<file path="src/rtl/aclk_pkg.sv">
// Shared types and helpers for the multi-alarm clock.
//   bcd_time_t   : packed BCD time h1:h0:m1:m0:s1:s0 (h1 is 2 bits wide)
//   chan_state_t : per-channel alarm state (idle / ringing)
//   hm_valid()   : legality check for a loaded HH:MM digit set
//   bcd_inc()    : one-second BCD increment with full carry chain
package aclk_pkg;

  localparam int HOUR_MAX  = 23;
  localparam int MIN_MAX   = 59;
  localparam int DIGIT_MAX = 9;

  typedef struct packed {
    logic [1:0] h1;
    logic [3:0] h0;
    logic [3:0] m1;
    logic [3:0] m0;
    logic [3:0] s1;
    logic [3:0] s0;
  } bcd_time_t;

  typedef enum logic {
    CH_IDLE    = 1'b0,
    CH_RINGING = 1'b1
  } chan_state_t;

  // Every digit must be a decimal digit and the decoded hour/minute must be
  // in range; h1 is only 2 bits so the hour bound covers it.
  function automatic logic hm_valid(input logic [1:0] h1, input logic [3:0] h0,
                                    input logic [3:0] m1, input logic [3:0] m0);
    int hour;
    int minute;
    hour   = int'(h1) * 10 + int'(h0);
    minute = int'(m1) * 10 + int'(m0);
    return (int'(h0) <= DIGIT_MAX) && (int'(m1) <= DIGIT_MAX) &&
           (int'(m0) <= DIGIT_MAX) && (hour <= HOUR_MAX) && (minute <= MIN_MAX);
  endfunction

  function automatic bcd_time_t bcd_inc(input bcd_time_t t);
    bcd_time_t r;
    r = t;
    if (t.s0 != 4'(DIGIT_MAX)) begin
      r.s0 = t.s0 + 4'd1;
    end else begin
      r.s0 = '0;
      if (t.s1 != 4'(MIN_MAX / 10)) begin
        r.s1 = t.s1 + 4'd1;
      end else begin
        r.s1 = '0;
        if (t.m0 != 4'(DIGIT_MAX)) begin
          r.m0 = t.m0 + 4'd1;
        end else begin
          r.m0 = '0;
          if (t.m1 != 4'(MIN_MAX / 10)) begin
            r.m1 = t.m1 + 4'd1;
          end else begin
            r.m1 = '0;
            if (t.h1 == 2'(HOUR_MAX / 10) && t.h0 == 4'(HOUR_MAX % 10)) begin
              r.h1 = '0;
              r.h0 = '0;
            end else if (t.h0 == 4'(DIGIT_MAX)) begin
              r.h0 = '0;
              r.h1 = t.h1 + 2'd1;
            end else begin
              r.h0 = t.h0 + 4'd1;
            end
          end
        end
      end
    end
    return r;
  endfunction

endpackage

</file>
<file path="src/rtl/aclk_alarm_chan.sv">
// One alarm channel: stored HH:MM, match detection, idle/ringing FSM and
// ring-duration counter.
// Ports:
//   clk, reset      : clock, async active-high reset
//   ld              : load alarm from h1/h0/m1/m0 (already validated/selected)
//   h1,h0,m1,m0     : BCD alarm digits
//   en              : channel armed
//   stop            : silence request
//   tick            : one-second strobe (this cycle)
//   upd             : time registers were written on the previous edge
//   now             : current time registers
//   ring            : high while the channel is ringing
module aclk_alarm_chan
  import aclk_pkg::*;
#(
  parameter int RING_SECS = 60
) (
  input  logic       clk,
  input  logic       reset,
  input  logic       ld,
  input  logic [1:0] h1,
  input  logic [3:0] h0,
  input  logic [3:0] m1,
  input  logic [3:0] m0,
  input  logic       en,
  input  logic       stop,
  input  logic       tick,
  input  logic       upd,
  input  bcd_time_t  now,
  output logic       ring
);

  localparam logic [7:0] RING_LAST = 8'(RING_SECS - 1);

  logic [1:0]  al_h1;
  logic [3:0]  al_h0;
  logic [3:0]  al_m1;
  logic [3:0]  al_m0;
  chan_state_t state;
  chan_state_t state_nx;
  logic [7:0]  ring_cnt;
  logic        match;
  logic        ring_done;

  always_ff @(posedge clk or posedge reset) begin
    if (reset) begin
      al_h1 <= '0;
      al_h0 <= '0;
      al_m1 <= '0;
      al_m0 <= '0;
    end else if (ld) begin
      al_h1 <= h1;
      al_h0 <= h0;
      al_m1 <= m1;
      al_m0 <= m0;
    end
  end

  // Only a fresh write of the time registers (tick or load) can match, so a
  // time value that merely sits at HH:MM:00 (e.g. after reset) never fires.
  assign match = upd && en && (now.s1 == 4'd0) && (now.s0 == 4'd0) &&
                 (now.h1 == al_h1) && (now.h0 == al_h0) &&
                 (now.m1 == al_m1) && (now.m0 == al_m0);

  assign ring_done = tick && (ring_cnt == RING_LAST);

  always_ff @(posedge clk or posedge reset) begin
    if (reset) begin
      state <= CH_IDLE;
    end else begin
      state <= state_nx;
    end
  end

  always_comb begin
    state_nx = state;
    case (state)
      CH_IDLE:    if (match && !stop) state_nx = CH_RINGING;
      CH_RINGING: if (stop || !en || ring_done) state_nx = CH_IDLE;
      default:    state_nx = CH_IDLE;
    endcase
  end

  // Counts ticks spent ringing; re-entering from idle always starts at zero.
  always_ff @(posedge clk or posedge reset) begin
    if (reset) begin
      ring_cnt <= '0;
    end else if (state == CH_IDLE) begin
      ring_cnt <= '0;
    end else if (tick) begin
      ring_cnt <= ring_cnt + 8'd1;
    end
  end

  assign ring = (state == CH_RINGING);

endmodule

</file>
<file path="src/rtl/aclk_multi_alarm.sv">
// 24-hour BCD clock with NUM_ALARMS independent alarm channels.
// Ports:
//   clk, reset                 : clock (CLK_DIV cycles per second), async active-high reset
//   H_in1,H_in0,M_in1,M_in0    : BCD load digits shared by time and alarm loads
//   LD_time                    : load clock HH:MM (seconds -> 00, prescaler -> 0)
//   LD_alarm, AL_sel           : load alarm[AL_sel] HH:MM
//   AL_en                      : per-channel arm enable
//   STOP_al                    : silence all ringing channels
//   H_out1..S_out0             : current time, BCD
//   Alarm                      : per-channel ringing flag
module aclk_multi_alarm
  import aclk_pkg::*;
#(
  parameter int NUM_ALARMS = 2,
  parameter int CLK_DIV    = 10,
  parameter int RING_SECS  = 60
) (
  input  logic                  clk,
  input  logic                  reset,
  input  logic [1:0]            H_in1,
  input  logic [3:0]            H_in0,
  input  logic [3:0]            M_in1,
  input  logic [3:0]            M_in0,
  input  logic                  LD_time,
  input  logic                  LD_alarm,
  input  logic [((NUM_ALARMS > 1) ? $clog2(NUM_ALARMS) : 1)-1:0] AL_sel,
  input  logic [NUM_ALARMS-1:0] AL_en,
  input  logic                  STOP_al,
  output logic [1:0]            H_out1,
  output logic [3:0]            H_out0,
  output logic [3:0]            M_out1,
  output logic [3:0]            M_out0,
  output logic [3:0]            S_out1,
  output logic [3:0]            S_out0,
  output logic [NUM_ALARMS-1:0] Alarm
);

  localparam int             PRE_W    = $clog2(CLK_DIV);
  localparam logic [PRE_W-1:0] PRE_LAST = PRE_W'(CLK_DIV - 1);

  logic [PRE_W-1:0]      pre_cnt;
  logic                  tick;
  logic                  in_ok;
  logic                  ld_time_ok;
  logic                  ld_alarm_ok;
  logic [NUM_ALARMS-1:0] ld_chan;
  bcd_time_t             tm_load;
  bcd_time_t             tm_p1;
  logic                  vld_p1;

  assign tick        = (pre_cnt == PRE_LAST);
  assign in_ok       = hm_valid(H_in1, H_in0, M_in1, M_in0);
  assign ld_time_ok  = LD_time && in_ok;
  assign ld_alarm_ok = LD_alarm && in_ok && (int'(AL_sel) < NUM_ALARMS);

  always_comb begin
    tm_load    = '0;
    tm_load.h1 = H_in1;
    tm_load.h0 = H_in0;
    tm_load.m1 = M_in1;
    tm_load.m0 = M_in0;
  end

  always_ff @(posedge clk or posedge reset) begin
    if (reset) begin
      pre_cnt <= '0;
    end else if (ld_time_ok || tick) begin
      pre_cnt <= '0;
    end else begin
      pre_cnt <= pre_cnt + PRE_W'(1);
    end
  end

  // Stage p1: time registers plus a strobe marking that they were just
  // written; the channels compare against this stage, so a ring starts one
  // cycle after the matching time appears.
  always_ff @(posedge clk or posedge reset) begin
    if (reset) begin
      tm_p1  <= '0;
      vld_p1 <= 1'b0;
    end else begin
      vld_p1 <= ld_time_ok || tick;
      if (ld_time_ok) begin
        tm_p1 <= tm_load;
      end else if (tick) begin
        tm_p1 <= bcd_inc(tm_p1);
      end
    end
  end

  assign H_out1 = tm_p1.h1;
  assign H_out0 = tm_p1.h0;
  assign M_out1 = tm_p1.m1;
  assign M_out0 = tm_p1.m0;
  assign S_out1 = tm_p1.s1;
  assign S_out0 = tm_p1.s0;

  for (genvar k = 0; k < NUM_ALARMS; k++) begin : g_chan
    assign ld_chan[k] = ld_alarm_ok && (int'(AL_sel) == k);

    aclk_alarm_chan #(
      .RING_SECS(RING_SECS)
    ) u_chan (
      .clk  (clk),
      .reset(reset),
      .ld   (ld_chan[k]),
      .h1   (H_in1),
      .h0   (H_in0),
      .m1   (M_in1),
      .m0   (M_in0),
      .en   (AL_en[k]),
      .stop (STOP_al),
      .tick (tick),
      .upd  (vld_p1),
      .now  (tm_p1),
      .ring (Alarm[k])
    );
  end

endmodule

</file>
<file path="config.mk">
export PLATFORM = sky130hd
export DESIGN_NAME = aclk_multi_alarm
export DESIGN_NICKNAME = d
export VERILOG_FILES = /design/src/rtl/aclk_pkg.sv /design/src/rtl/aclk_alarm_chan.sv /design/src/rtl/aclk_multi_alarm.sv
export SDC_FILE = /design/constraint.sdc
export NUM_CORES = 1
export LEC_CHECK = 0
export CORE_ASPECT_RATIO = 1.1
export CORE_MARGIN = 1
export CORE_UTILIZATION = 50
export CTS_CLUSTER_SIZE = 8
export DETAILED_ROUTE_END_ITERATION = 10
export PLACE_DENSITY_LB_ADDON = 0.12
export SLEW_MARGIN = 15
export SYNTH_ARGS = -nofsm -noshare
export SYNTH_HDL_FRONTEND = slang
export SYNTH_SLANG_ARGS = --single-unit
</file>
<file path="constraint.sdc">
create_clock -name clk -period 1.95 [get_ports clk]
set_input_delay 0.195 -clock clk [delete_from_list [all_inputs] [get_ports clk]]
set_output_delay 0.195 -clock clk [all_outputs]
set_load 0.1 [all_outputs]
</file>
## After elaboration in Yosys (flattened, before gate mapping)

Index checks and enable logic that the tools add are counted.

| storage, ports and cells | value |
|---|---|
| input port bits | 22 |
| register bits after elaboration | 73 |
| output and inout port bits | 24 |
| word-level logic and storage cells | 133 |

| operators by class | value |
|---|---|
| magnitude comparators | 5 |
| mux-type cells | 24 |
| equality and inequality tests | 24 |
| $mul | 2 |
| reductions and logical operators | 44 |
| $add $sub $neg | 11 |
| bitwise operators | 3 |

Operators by type and width:

| kind | number |
|---|---|
| $mux 22 | 2 |
| $mux 8 | 4 |
| $logic_and 1x1->1 | 27 |
| $add 4x1->4 const B | 6 |
| $eq 4x4->1 | 6 |
| $mux 4 | 6 |
| $mux 18 | 1 |
| $add 8x1->8 const B | 2 |
| $eq 8x6->1 const B | 2 |
| $mux 14 | 1 |
| $le 4x4->1 const B | 3 |
| $mux 6 | 2 |
| $mux 10 | 1 |
| $ne 2x2->1 const B | 5 |
| $add 8x4->9 | 1 |
| $le 9x6->1 const B | 1 |
| $eq 4x4->1 const B | 2 |
| $logic_not 4->1 | 2 |
| $ne 4x3->1 const B | 2 |
| $ne 4x4->1 const B | 2 |
| $add 6x4->7 | 1 |
| $le 7x5->1 const B | 1 |
| $mul 4x3->7 const B | 1 |
| $reduce_and 6->1 | 1 |
| other kinds (18) | 31 |

## Logic depth before layout (Yosys ltp)

Gate-level depths: netlist of run 1.

| logic depth | value |
|---|---|
| depth in word-level cells | 10 |
| depth in mapped cells | 9 |
| gate-level depth less buffers | 8 |

## Modules after synthesis

From an unflattened synthesis of run 1, not the netlist that was laid out.

| unflattened totals | value |
|---|---|
| cell total of the unflattened synthesis | 384 |
| area total of the unflattened synthesis | 4217.8 um^2 |

By module, submodules not included:

| module | times used | sequential area each (um^2) | cells an instance | area each (um^2) |
|---|---|---|---|---|
| aclk_alarm_chan | 2 | 575.6 | 94 | 1143.6 |
| aclk_multi_alarm | 1 | 675.6 | 196 | 1930.6 |

## Worst setup path before layout of run 1

No wires, ideal clock.

| timing path | value |
|---|---|
| kind | input port to flip-flop |
| from | input M_in1[1] |
| to | register g_chan[0].u_chan.al_h0[0] |
| slack | -0.758 ns |
| data arrival time | 2.583 ns |
| cell stages on the path | 9 |
| path buffers | 1 |
| required time | 1.825 ns |
| library setup time | 0.125 ns |
| path through | ha_1 ha_1 fa_1 xnor2_1 nand4bb_4 a2111oi_2 nand4_2 buf_6 mux2_4 |

| on the way | value |
|---|---|
| word-level cells in the longest chain between the ends | 7 |
| elaborated cells between the ends (all ways) | 10 |
| those cells by class | add/sub (1); mul (1); order compare (2); reduce/logical (6) |

RTL lines:

| what | RTL line | RTL |
|---|---|---|
| from (decl) | aclk_multi_alarm.sv:22 | `input logic [3:0] M_in1,` |
| branches (longest 4 deep; another with $add 8x4->9) | -- |  |
| $logic_and 1x1->1 * | aclk_pkg.sv:35 | `(int'(m0) <= DIGIT_MAX) && (hour <= HOUR_MAX) && (minute <= MIN_MAX);` |
| $logic_and 1x1->1 * | aclk_multi_alarm.sv:54 | `assign ld_alarm_ok = LD_alarm && in_ok && (int'(AL_sel) < NUM_ALARMS);` |
| $logic_and 1x1->1 * | aclk_multi_alarm.sv:99 | `assign ld_chan[k] = ld_alarm_ok && (int'(AL_sel) == k);` |
| to (signal assigned) | aclk_alarm_chan.sv:48 | `al_h0 <= '0;` |
| to (signal assigned) | aclk_alarm_chan.sv:53 | `al_h0 <= h0;` |
| to (decl) | aclk_alarm_chan.sv:36 | `logic [3:0] al_h0;` |

Every way passes the cells marked *.
A chain may end at the register's enable or synchronous reset.

## Worst setup path in the final report of run 1

| timing path | value |
|---|---|
| from | input M_in1[3] |
| to | register g_chan[1].u_chan.al_m0[3] |

| on the way | value |
|---|---|
| word-level cells in the longest chain between the ends | 7 |
| elaborated cells between the ends (all ways) | 10 |
| those cells by class | add/sub (1); mul (1); order compare (2); reduce/logical (6) |

RTL lines:

| what | RTL line | RTL |
|---|---|---|
| branches (longest 4 deep; another with $add 8x4->9) | -- |  |
| $logic_and 1x1->1 * | aclk_pkg.sv:35 |  |
| $logic_and 1x1->1 * | aclk_multi_alarm.sv:54 |  |
| $logic_and 1x1->1 * | aclk_multi_alarm.sv:99 |  |
| to (signal assigned) | aclk_alarm_chan.sv:55 | `al_m0 <= m0;` |
| to (decl) | aclk_alarm_chan.sv:38 | `logic [3:0] al_m0;` |

Marked as above.

==> results of run 1 <==
## critical path, delay by kind of cell
family | cells | cell delay (ns)
AND/OR/NAND/NOR | 3 | 0.42
multiplexers | 1 | 0.26
AO/OA/AOI/OAI | 1 | 0.21
adder cells (fa/ha/maj) | 3 | 0.96
buffers and inverters | 4 | 0.58
## metrics by stage
stage	hold WS, ns	setup TNS (ns)
after floorplan	0.2653	-29.21
after global placement	0.5081	-60.30
after detailed placement	0.5146	-62.75
after CTS	0.1716	-18.79
after global routing	0.1872	-23.09
final	0.1699	-19.99
## per-layer routing
| layer | part of all wire | vias up |
|---|---|---|
| li1 | - | 1664 |
| met1 | 0.44 | 1743 |
| met5 | 0 | - |
| met4 | 0.021 | 0 |
| met3 | 0.032 | 17 |
| met2 | 0.51 | 74 |
## worst max path at each step
stage          slack [ns]                                    end  depth (start not counted)
2_1_floorplan       -0.64  g_chan[0].u_chan.al_h0[0]$_DFFE_PP0P_                          9
3_3_place_gp        -1.14  g_chan[0].u_chan.al_h0[0]$_DFFE_PP0P_                         10
3_5_place_dp        -1.23  g_chan[0].u_chan.al_h0[0]$_DFFE_PP0P_                         10
4_1_cts             -0.46  g_chan[0].u_chan.al_h0[2]$_DFFE_PP0P_                         10
5_1_grt             -0.49  g_chan[1].u_chan.al_m1[3]$_DFFE_PP0P_                         12
6_report            -0.45  g_chan[1].u_chan.al_m0[3]$_DFFE_PP0P_                         12
## cell usage in the layout (no fill, tap or decap), types with 14 or more instances in the layout
cell type,count
nand2_1,26
mux2_2,27
and2_1,14
mux2_4,17
xnor2_1,36
dfrtp_2,17
nand3_1,14
buf_4,94
dfrtp_1,56
nand4_1,15
o21ai_0,14
ha_1,17
## timing repair
item,4_1_cts,5_1_grt
pin swaps,11,16
gates resized for setup,36,23
cloned,1,1
hold buffers,0,0
buffers inserted,6,13
setup endpoints to repair,55,59
## flip-flops by register name, indices dropped and copies added, names as in the netlist, 4 cells and up
signal / flops
g_chan.u_chan.al_h0: 8
M_out1: 4
H_out0: 4
g_chan.u_chan.al_m0: 8
g_chan.u_chan.ring_cnt: 16
M_out0: 4
g_chan.u_chan.al_m1: 8
g_chan.u_chan.al_h1: 4
S_out0: 4
pre_cnt: 4
S_out1: 4
## cell type report
cell class                 instances  area (µm²)  area share
sequential                        73        1848      0.3058
timing repair buffer             128        1130      0.1870
tap                              111       138.9     0.02298
inverter                          14       56.30    0.009317
multi-input combinational        299        2656      0.4395
clock buffer                      11       151.4     0.02505
clock inverter                     5       62.56     0.01035
## logic make-up (layout without fill, tap and decap cells)
family / after synthesis / in the layout / share of synthesized area
xor+xnor: 50 / 50 / 0.09870
flops: 73 / 73 / 0.4117
compound gates: 47 / 47 / 0.07868
fa+ha+maj: 25 / 25 / 0.07558
mux: 48 / 48 / 0.1325
buf+inv: 32 / 158 / 0.03158
simple gates: 129 / 129 / 0.1712
## power groups by stage
| stage | clock network [mW] | registers, mW | logic, mW |
|---|---|---|---|
| 2_1_floorplan | 0 | 3.82 | 1.64 |
| 3_3_place_gp | 0 | 2.41 | 4.11 |
| 3_5_place_dp | 0 | 2.44 | 4.17 |
| 4_1_cts | 1.30 | 2.41 | 4.24 |
| 5_1_grt | 1.36 | 2.47 | 4.67 |
| 6_report | 1.29 | 2.41 | 4.40 |
==> out/results.ini, run 1 <==
[die]
start_util = 0.5222
rows = 35
die_w_um = 91.82
core_mm2 = 0.008496
die_h_um = 100.8
fp.dieArea_mm2 = 0.009254
io_pins = 46

[drt]
vias = 3498
drt-vias-per-instance = 5.457
dr.pass1.iters = 4
drtAntennaViolNets = 0
drc = 0
wirelength_um = 10680
wl_per_cell_um = 16.66
drt_iter0_drc = 109

[placed_design]
dp.cells = 605
dp_hpwl_um = 7318
placed_area_mm2 = 0.005497
port_buffers = 45
gp_congestion = 0.8181
dp_worst_setup_slack_ns = -1.234

[clock_tree]
clkLatencyLatePin_ns = 0.35
cts_buffers = 9
cts.sinks = 73
clkSlewWorstSetupHoldPaths_ns = 0.09
clockRootBuffer = clkbuf_8
cts_tree = done
h-tree-depth = 3
clk_path_buf_depth = 2

[grt]
track_usage = 0.2428
grt_pass1_wl_um = 17470
antenna_found_initial = 0
grt_overflow_total = 0
gr-max-usage-layer = met2
met2_usage = 0.4257
grtUsageMet1 = 0.3082
use_met3 = 0.03997
grt_max_degree = 35
grt_pass1_vias = 3563

[synthesis]
synthTopCellsByArea = dfrtp_1 (41%), mux2_2 (7.6%), xnor2_1 (7.3%)
syn_inst = 404
yosysUniqueCellTypes = 49
async_flop_share = 1.000
synth_top_area_cell = dfrtp_1
synth.most_common_cell = dfrtp_1
synth_common_cells = dfrtp_1 (73), xnor2_1 (37), mux2_2 (30)
ys_seq_area_frac = 0.4117
ys_warn_count = 0
synth_flop_cell = dfrtp_1
netlist_area_mm2 = 0.004437
synth_edf_count = 0
syn_avg_cell_area_um2 = 10.98
synth.ff_latch_count = 73
synth_top_area_share = 0.4117
syn_nets = 451

[critical_path]
cpPeakStageDelay_ns = 0.57
reg2reg_from = M_out0[1]$_DFFE_PP0P_
r2r_cells = 7
critPathArrivalTime_ns = 2.63
cp-start-kind = input pin
reg2reg_to = M_out1[3]$_DFFE_PP0P_
crit_slowest_cell = fa_2
cp.required_ns = 2.18
crit_fanout = 7
critical_path_class = in2reg
crit_path_start = M_in1[3]
crit_path_end_kind = flop
rrSetupSlack_ns = -0.09
cp_cell_sequence = buf_8, ha_4, ha_4, fa_2, nand2_4, nand4bb_4, buf_6, a211oi_2, nand4_1, buf_6, clkbuf_16, mux2_2

[power]
clock_power_share = 0.159
p_sw_frac = 0.4586
seqPwrFrac = 0.297
powerDensity_mw_per_mm2 = 1340
power.total_mw = 8.095
ir_drop_mv = 0.8088
power.switching_mw = 3.713
combPwrFrac = 0.544
p_int_mw = 4.383
cellLeakagePower_nw = 2.782

[finish]
post-route-util = 0.7113
layout.cells.non_filler = 641
design_area_mm2 = 0.006043
final_layout_size_suffix_gt1_frac = 0.4132
n_antenna_cell = 0
syn_to_final_growth_pct = 36.21
fill_cells = 623
nNetsFinal = 572

[job]
cap_violations = 0

[timing]
fin_skew_ns = 0.01306
fin_crit_sh = 1.230
finalWorstSetupSlack_ns = -0.4479
min_period_ns = 2.398
hold_violations = 0
tightest_slew_ns = 0.4576
fmax_ghz = 0.4170
setup_violations = 55
slew_violations = 0
maxSlewHeadroom = 0.6908
rsz0062_at_grt = true

[outcome]
status = finished with violations
failed_checks = setup timing

[worst_hold_path]
hp-class = in2async

Note: power is estimated with default switching activity, not from simulation.
==> run 2, diff against run 1 <==
--- a/config.mk
+++ b/config.mk
@@ -8,8 +8,10 @@
 export CORE_ASPECT_RATIO = 1.1
 export CORE_MARGIN = 1
 export CORE_UTILIZATION = 50
+export CTS_BUF_LIST = sky130_fd_sc_hd__clkbuf_8
 export CTS_CLUSTER_SIZE = 8
 export DETAILED_ROUTE_END_ITERATION = 10
+export GPL_TIMING_DRIVEN = 1
 export PLACE_DENSITY_LB_ADDON = 0.12
 export SLEW_MARGIN = 15
 export SYNTH_ARGS = -nofsm -noshare
==> results of run 2 <==
Same layout as run 1: the final DEF is identical, and so are final timing and power.
==> run 3, diff against run 2 <==
--- a/config.mk
+++ b/config.mk
@@ -8,12 +8,13 @@
 export CORE_ASPECT_RATIO = 1.1
 export CORE_MARGIN = 1
 export CORE_UTILIZATION = 50
-export CTS_BUF_LIST = sky130_fd_sc_hd__clkbuf_8
 export CTS_CLUSTER_SIZE = 8
 export DETAILED_ROUTE_END_ITERATION = 10
 export GPL_TIMING_DRIVEN = 1
 export PLACE_DENSITY_LB_ADDON = 0.12
+export RECOVER_POWER = 50
 export SLEW_MARGIN = 15
 export SYNTH_ARGS = -nofsm -noshare
 export SYNTH_HDL_FRONTEND = slang
 export SYNTH_SLANG_ARGS = --single-unit
+export TNS_END_PERCENT = 5
==> run 3 against run 2 <==
The run still ends with setup timing left; sequential power about the same; register-to-register slack better by 0.02 ns; sequential share of layout area up 0.65 points; power down 1.8%; worst hold slack better by 0.085 ns; critical endpoint is now g_chan[1].u_chan.al_m1[1]$_DFFE_PP0P_.
==> out/results.ini, run 3 (synthesis gave the netlist of run 1 again) <==
[grt]
grt_pass1_wl_um = 16910  ; -3.2%
grt_max_degree = 74  ; +110%
antenna_found_initial = 0  ; unchanged
grt_overflow_total = 0  ; unchanged
grt_pass1_vias = 3503  ; -1.7%
track_usage = 0.2368  ; -0.005989

[power]
p_int_mw = 4.254  ; -2.9%
cellLeakagePower_nw = 2.693  ; -3.2%
p_sw_frac = 0.4651  ; +0.006502
combPwrFrac = 0.547  ; +0.003
clock_power_share = 0.152  ; -0.007
seqPwrFrac = 0.301  ; +0.004
power.switching_mw = 3.699  ; -0.36%
power.total_mw = 7.954  ; -1.8%
ir_drop_mv = 0.8202  ; +1.4%
powerDensity_mw_per_mm2 = 1356  ; +1.2%

[critical_path]
cp-start-kind = input pin
critPathArrivalTime_ns = 2.57  ; -0.06 ns
critical_path_class = in2reg
reg2reg_from = S_out1[1]$_DFFE_PP0P_
cpMostUsedCell = buf_4
crit_path_start = M_in0[2]
crit_slowest_cell = clkdlybuf4s50_1
cp.required_ns = 2.18  ; about the same
cpPeakStageDelay_ns = 0.54  ; -0.03 ns
cp_cell_sequence = clkdlybuf4s50_1, ha_1, a211oi_4, buf_4, o21a_1, o2111ai_1, buf_4, nand4_1, buf_12, mux2_2
crit_path_end_kind = flop
crit_fanout = 14  ; +7

[timing]
fin_skew_ns = 0.01188  ; -0.001182 ns
rsz0062_at_grt = true
fmax_ghz = 0.4277  ; +2.5%
hold_violations = 0  ; unchanged
finalWorstSetupSlack_ns = -0.3883  ; +0.05952 ns
maxSlewHeadroom = 0.3372  ; -0.3536
tightest_slew_ns = 0.9942  ; +0.5366 ns
min_period_ns = 2.338  ; -0.05952 ns
setup_violations = 55  ; unchanged
slew_violations = 0  ; unchanged
fin_crit_sh = 1.199  ; -0.03053

[drt]
dr.pass1.iters = 4  ; unchanged
wl_per_cell_um = 16.31  ; -2.1%
drc = 0  ; unchanged
drt_iter0_drc = 116  ; +6.4%
drtAntennaViolNets = 0  ; unchanged
wirelength_um = 10260  ; -3.9%
vias = 3407  ; -2.6%
drt-vias-per-instance = 5.417  ; -0.74%

[finish]
fill_cells = 661  ; +6.1%
largest_reg_flops = 16  ; unchanged
top_register = g_chan.u_chan.ring_cnt
syn_to_final_growth_pct = 32.21
nNetsFinal = 560  ; -2.1%
final_layout_size_suffix_gt1_frac = 0.3687  ; -0.04448
layout_commonest_cell = buf_4
layout.cells.most_common_list = buf_4 (85), dfrtp_1 (69), xnor2_1 (36)
multi_input_area_mm2 = 0.002643  ; -0.52%
n_antenna_cell = 0  ; unchanged
seq_area_mm2 = 0.001832  ; -0.88%
post-route-util = 0.6904  ; -0.02091

[placed_design]
gp_congestion = 0.8069  ; -1.4%
port_buffers = 45  ; unchanged
dp_hpwl_um = 7335  ; +0.23%

[clock_tree]
cts_tree = done
clkLatencyLatePin_ns = 0.36  ; about the same
cts_buffers = 9  ; unchanged
cts_hold_repair.buffers = 0  ; unchanged
clkSlewWorstSetupHoldPaths_ns = 0.07  ; -0.02 ns
clockRootBuffer = clkbuf_8
clk_path_buf_depth = 2  ; unchanged
h-tree-depth = 3  ; unchanged
cts.sinks = 73  ; unchanged

[outcome]
status = finished with violations
failed_checks = setup timing

[die]
rows = 35  ; unchanged
die_h_um = 100.8  ; unchanged
fp.dieArea_mm2 = 0.009254  ; unchanged
io_pins = 46  ; unchanged
die_w_um = 91.82  ; unchanged
core_mm2 = 0.008496  ; unchanged
start_util = 0.5222  ; unchanged

[job]
cap_violations = 0  ; unchanged

[worst_hold_path]
hold_start = M_in1[1]
hp-class = in2reg

[run 3: power by group through the flow]
| stage | clock (mW) | sequential, mW | combinational [mW] |
|---|---|---|---|
| 2_1_floorplan | 0 | 3.79 | 1.60 |
| 3_3_place_gp | 0 | 2.37 | 4.18 |
| 3_5_place_dp | 0 | 2.39 | 4.25 |
| 4_1_cts | 1.22 | 2.37 | 4.29 |
| 5_1_grt | 1.28 | 2.45 | 4.59 |
| 6_report | 1.21 | 2.39 | 4.35 |
[run 3: path summary, 6_finish.rpt]
path                                                    endpoint  slack, ns  depth (start not counted)
hold / removal             g_chan[0].u_chan.al_m1[1]$_DFFE_PP0P_       0.26                          3
setup / recovery           g_chan[1].u_chan.al_m1[1]$_DFFE_PP0P_      -0.39                         10
min in group asynchronous                  H_out1[0]$_DFFE_PP0P_       0.61                          3
setup reg to reg                           M_out1[1]$_DFFE_PP0P_      -0.07                         10
max in group asynchronous                  S_out1[1]$_DFFE_PP0P_       0.64                          3
hold reg to reg            g_chan[1].u_chan.al_m0[3]$_DFFE_PP0P_       0.53                          1
[run 3: cell type report]
cell class,instances,share of cell area
multi-input combinational,299,0.4505
inverter,14,0.008959
timing repair buffer,116,0.1713
clock inverter,6,0.01152
clock buffer,10,0.02176
sequential,73,0.3123
tap,111,0.02368
[run 3: routing by layer]
metal,up-vias,wire length (µm),track usage
li1,1640,-,-
met3,13,251,0.03620
met1,1701,4523,0.2950
met4,0,155,0.07332
met5,-,0,0
met2,53,5328,0.4245
[run 3: repair_timing]
item                                    CTS  global route
buffers inserted                          1             2
cloned                                    1             0
resized for setup                        31            23
pin swaps                                 9             5
endpoints found under the setup margin   55            59
[run 3: critical path, delay by kind of cell]
family,cells,cell delay (ns)
adder cells (fa/ha/maj),1,0.28
buffers and inverters,4,1.06
multiplexers,1,0.35
AO/OA/AOI/OAI,3,0.54
AND/OR/NAND/NOR,1,0.14
[run 3: stage by stage]
stage	TNS, ns	cell area, µm²	cells	hold WS (ns)	setup WS (ns)
finish	-18.52	5866	629	0.2551	-0.3883
global route	-22.51	5866	629	0.2549	-0.4581
CTS	-21.06	5789	627	0.2528	-0.4712
detailed placement	-61.50	5518	609	0.5136	-1.200
global placement	-59.11	5518	609	0.5078	-1.153
floorplan	-38.41	4517	404	0.2653	-0.6422
